===== config.mk =====
export PLATFORM = sky130hd
export DESIGN_NAME = dice_roller
export DESIGN_NICKNAME = d
export VERILOG_FILES = /design/src/rtl/dice_roller.sv
export SDC_FILE = /design/constraint.sdc
export NUM_CORES = 1
export LEC_CHECK = 0
export BUFFER_PORTS_ARGS = -buffer_cell sky130_fd_sc_hd__buf_2
export CORE_MARGIN = 10
export CORE_UTILIZATION = 41
export CTS_CLUSTER_DIAMETER = 150
export CTS_CLUSTER_SIZE = 40
export DETAILED_ROUTE_END_ITERATION = 10
export GPL_TIMING_DRIVEN = 0
export PLACE_DENSITY = 0.66
export RECOVER_POWER = 50
export SLEW_MARGIN = 10
export SYNTH_ARGS = -nofsm -noshare
export SYNTH_HDL_FRONTEND = slang
export SYNTH_SLANG_ARGS = --single-unit

===== constraint.sdc =====
create_clock -name clk -period 1.7 [get_ports clk]
set_clock_uncertainty 0.15 [all_clocks]
set_input_delay 0.085 -clock clk [delete_from_list [all_inputs] [get_ports clk]]
set_output_delay 0.085 -clock clk [all_outputs]
set_load 0.005 [all_outputs]

===== src/rtl/dice_roller.sv =====
// Dice source for the game core: uniform 1..6 rolls from a 16-bit LFSR with
// bounded rejection sampling, valid/ready output and six-streak flags.
module dice_roller #(
  parameter logic [15:0] SEED        = 16'hACE1,
  parameter int unsigned AUTO_PERIOD = 8,
  parameter int unsigned MAX_TRIES   = 4
) (
  input  logic        clk,
  input  logic        reset,
  input  logic        roll_req,
  input  logic        auto_en,
  input  logic        seed_load,
  input  logic [15:0] seed,
  input  logic        dice_ready,
  output logic        dice_valid,
  output logic [2:0]  dice_val,
  output logic        extra_turn,
  output logic        triple_six,
  output logic        busy,
  output logic [7:0]  roll_count
);

  localparam int unsigned AW = $clog2(AUTO_PERIOD + 1);
  localparam int unsigned TW = $clog2(MAX_TRIES + 1);
  localparam logic [AW-1:0] AUTO_LAST = AW'(AUTO_PERIOD - 1);
  localparam logic [TW-1:0] TRY_LAST  = TW'(MAX_TRIES - 1);

  typedef enum logic [1:0] {IDLE, ROLL, HOLD} state_t;

  state_t        state, state_nxt;
  logic [15:0]   lfsr;
  logic          fb;
  logic [AW-1:0] auto_cnt;
  logic [TW-1:0] try_cnt;
  logic [1:0]    streak;
  logic [2:0]    cand;
  logic [2:0]    roll_val;
  logic          cand_ok;
  logic          start;
  logic          latch;
  logic          accept;

  assign fb      = lfsr[15] ^ lfsr[13] ^ lfsr[12] ^ lfsr[10];
  assign cand    = lfsr[2:0];
  assign cand_ok = (cand != 3'd0) && (cand != 3'd7);

  always_ff @(posedge clk) begin
    if (reset) state <= IDLE;
    else       state <= state_nxt;
  end

  always_comb begin
    state_nxt = state;
    start     = 1'b0;
    latch     = 1'b0;
    accept    = 1'b0;
    roll_val  = cand;
    case (state)
      IDLE: begin
        if (roll_req || (auto_en && auto_cnt == AUTO_LAST)) begin
          start     = 1'b1;
          state_nxt = ROLL;
        end
      end
      ROLL: begin
        if (cand_ok) begin
          latch     = 1'b1;
          state_nxt = HOLD;
        end else if (try_cnt == TRY_LAST) begin
          // Out of draws: map the rejected candidate onto a fixed face.
          latch     = 1'b1;
          roll_val  = (cand == 3'd0) ? 3'd1 : 3'd2;
          state_nxt = HOLD;
        end
      end
      HOLD: begin
        if (dice_ready) begin
          accept    = 1'b1;
          state_nxt = IDLE;
        end
      end
      default: state_nxt = IDLE;
    endcase
  end

  always_ff @(posedge clk) begin
    if (reset) begin
      lfsr       <= SEED;
      auto_cnt   <= '0;
      try_cnt    <= '0;
      streak     <= '0;
      dice_val   <= '0;
      triple_six <= 1'b0;
      roll_count <= '0;
    end else begin
      if (seed_load) lfsr <= (seed == '0) ? SEED : seed;
      else           lfsr <= {lfsr[14:0], fb};

      // Held at zero outside IDLE so every IDLE entry starts a fresh period.
      if (state == IDLE && auto_en && !start) auto_cnt <= auto_cnt + 1'b1;
      else                                     auto_cnt <= '0;

      if (state == ROLL && !latch) try_cnt <= try_cnt + 1'b1;
      else                         try_cnt <= '0;

      if (latch) begin
        dice_val <= roll_val;
        if (roll_val == 3'd6) begin
          if (streak == 2'd2) begin
            triple_six <= 1'b1;
            streak     <= '0;
          end else begin
            triple_six <= 1'b0;
            streak     <= streak + 1'b1;
          end
        end else begin
          triple_six <= 1'b0;
          streak     <= '0;
        end
      end

      if (accept) roll_count <= roll_count + 1'b1;
    end
  end

  assign dice_valid = (state == HOLD);
  assign busy       = (state != IDLE);
  assign extra_turn = dice_valid && (dice_val == 3'd6);

endmodule


==> impl_metrics.ini <==
[status]
status = complete, no violations

[placement]
place_ws_ns = 0.135
gp_congestion = 0.750
numPortBuffers = 35
dpl.cell_count = 262
dp_hpwl_um = 2850

[clocking]
cts_tree = yes
root_buffer = clkbuf_8
clk-insertion-delay-late_ns = 0.29
cts_setup_buffers = 0
cts.path.max_buffers = 2
clk_pin_slew_ns = 0.08
cts_sinks = 39
cts_buffers = 5
htreeDepth = 2

[detailed_routing]
drt_first_pass_iters = 4
drt_wl_total_um = 4060
drc_errors = 0
antenna_left = 0
num_vias = 1505
vias_per_cell = 5.24
drt-wirelength-per-cell_um = 14.2
drt_iter0_markers = 55

[logic_synthesis]
netlist_instances = 177
synthesis.area_mm2 = 0.00171
synthTopCellsByArea = dfxtp_1, mux2i_1, nor2_1
syn_nets = 203
synthArstFlopShare_pct = 0
ys_types = 46
ys_seq_area_share_pct = 45.6
synth_commonest_cells = dfxtp_1, nor2_1, mux2i_1
ys_warn_count = 0
synth_top_area_share_pct = 45.6
ys_seq_elements = 39
yosysMostFrequentCell = dfxtp_1
yosys_most_used_dff = dfxtp_1
avgSynthCellArea_um2 = 9.67
synth_edf_count = 0
synth_top_area_cell = dfxtp_1

[global_route]
grt_max_degree = 13
antenna_found_initial = 0
track_usage_pct = 11.4
grt_pass1_vias = 1533
gr-total-overflow = 0
grt_pass1_wl_um = 6950

[setup_path]
r2r_start = try_cnt[0]$_SDFF_PP0_
cp-start-kind = flip-flop
end_kind = flip-flop
arrival_ns = 1.63
worstPathMaxFanout = 4
worstSetupPathType = flip-flop to flip-flop
startpoint = try_cnt[0]$_SDFF_PP0_
worstPathRequired_ns = 1.75

[floorplanning]
std_cell_rows = 23
ios = 37
core_mm2 = 0.00403
fp.dieH_um = 84.6
fp.dieArea_mm2 = 0.00716
start_util_pct = 42.5
die_x_um = 84.6

[cells_and_area]
fin_util_pct = 55.2
drive_gt1_share_pct = 18.6
nFillCells = 371
syn2layout_area_growth_pct = 30.0
nets = 262
final_cell_count_no_fill = 287
n_antenna_cell = 0

[sta]
tns_ns = 0
period_share_pct = 92.6
rsz0062_at_grt = no
hold_viol = 0
min_period_ns = 1.57
timing.final.ws_setup_ns = 0.126
tightest_slew_ns = 0.549
final-setup-viol-count = 0
finalMaxSlewViolations = 0
max_slew_margin_pct = 63.4
max_freq_ghz = 0.635

[hold_path]
hold_path.class = primary input to flip-flop
hold_start = auto_en

[power_and_ir_drop]
powerDensity_mw_per_mm2 = 924
p_total_uw = 2060
irDropWorstVdd_v = 0.000634
leakage_uw = 0.000926

[job]
maxCapViolCount = 0
through the flow:
stage,hold WS (ns),area (um^2)
6_report,0.00542,2230
5_1_grt,0.0215,2230
4_1_cts,0.00340,2240
3_5_place_dp,0.181,1950
3_3_place_gp,0.182,1950
2_1_floorplan,0.0760,1710
state kept, by name, summed over array words and instances, names as in the netlist:
name,count
streak,2
auto_cnt,4
dice_val,3
state,2
roll_count,8
lfsr,16
triple_six,1
try_cnt,3
area by class of cell:
cell class / instances / area, um^2 / area share [%]
tap: 50 / 62.6 / 2.81
multi-input combinational: 122 / 860 / 38.6
inverter: 6 / 22.5 / 1.01
clock buffer: 6 / 82.6 / 3.71
timing repair buffer: 52 / 329 / 14.8
buffer: 10 / 53.8 / 2.42
sequential: 39 / 781 / 35.1
clock inverter: 2 / 35.0 / 1.57
critical path, cell delays in order, from the launching register on:
cell      delay [ns]
dfxtp_1         0.32
ha_1            0.20
ha_1            0.23
a21bo_2         0.23
a22o_1          0.19
a221oi_2        0.19
power by group:
part	switching, uW	total (uW)	internal, uW
Clock	321	796	475
Combinational	140	282	141
Sequential	23.6	980	957
layer usage:
layer / routed length, um / vias to the layer above / part of all wire [%] / GRT usage (%)
li1: - / 765 / - / -
met1: 1910 / 705 / 47 / 13.4
met2: 1840 / 30 / 45 / 18.5
met3: 262 / 5 / 6.4 / 4.35
met4: 45 / 0 / 1.1 / 3.59
met5: 0 / - / 0 / 0
layout by cell type (no fill, tap or decap), types with 7 or more instances in the layout:
master	count
dfxtp_1	39
dlygate4sd3_1	17
o22a_1	8
nand2_1	7
clkbuf_1	17
buf_2	26
nor2_1	20
nor4_1	7
mux2i_1	9
a21oi_1	7
cells by family after synthesis:
logic type                 synth area share [%]
AOI/OAI and AO/OA                          16.7
buffers and inverters                      4.46
muxes                                      5.26
and+or+nand+nor                            21.5
adders and majority gates                  2.92
DFF                                        45.6
xor gates and xnor gates                   3.58
path summary, 6_finish.rpt:
check | end | slack, ns | depth (start not counted)
hold reg to reg | try_cnt[0]$_SDFF_PP0_ | 0.29 | 1
setup reg to reg | dice_val[0]$_SDFFE_PP0P_ | 0.13 | 5
setup / recovery | dice_val[0]$_SDFFE_PP0P_ | 0.13 | 5
hold / removal | auto_cnt[1]$_SDFF_PP0_ | 0.005 | 3
repair_timing:
item | CTS | global route
endpoints found under the setup margin | 0 | 4
hold endpoints to repair | 17 | 0
hold buffers | 17 | 0
resized for setup | 0 | 2
Note: power is estimated with default switching activity, not from simulation.
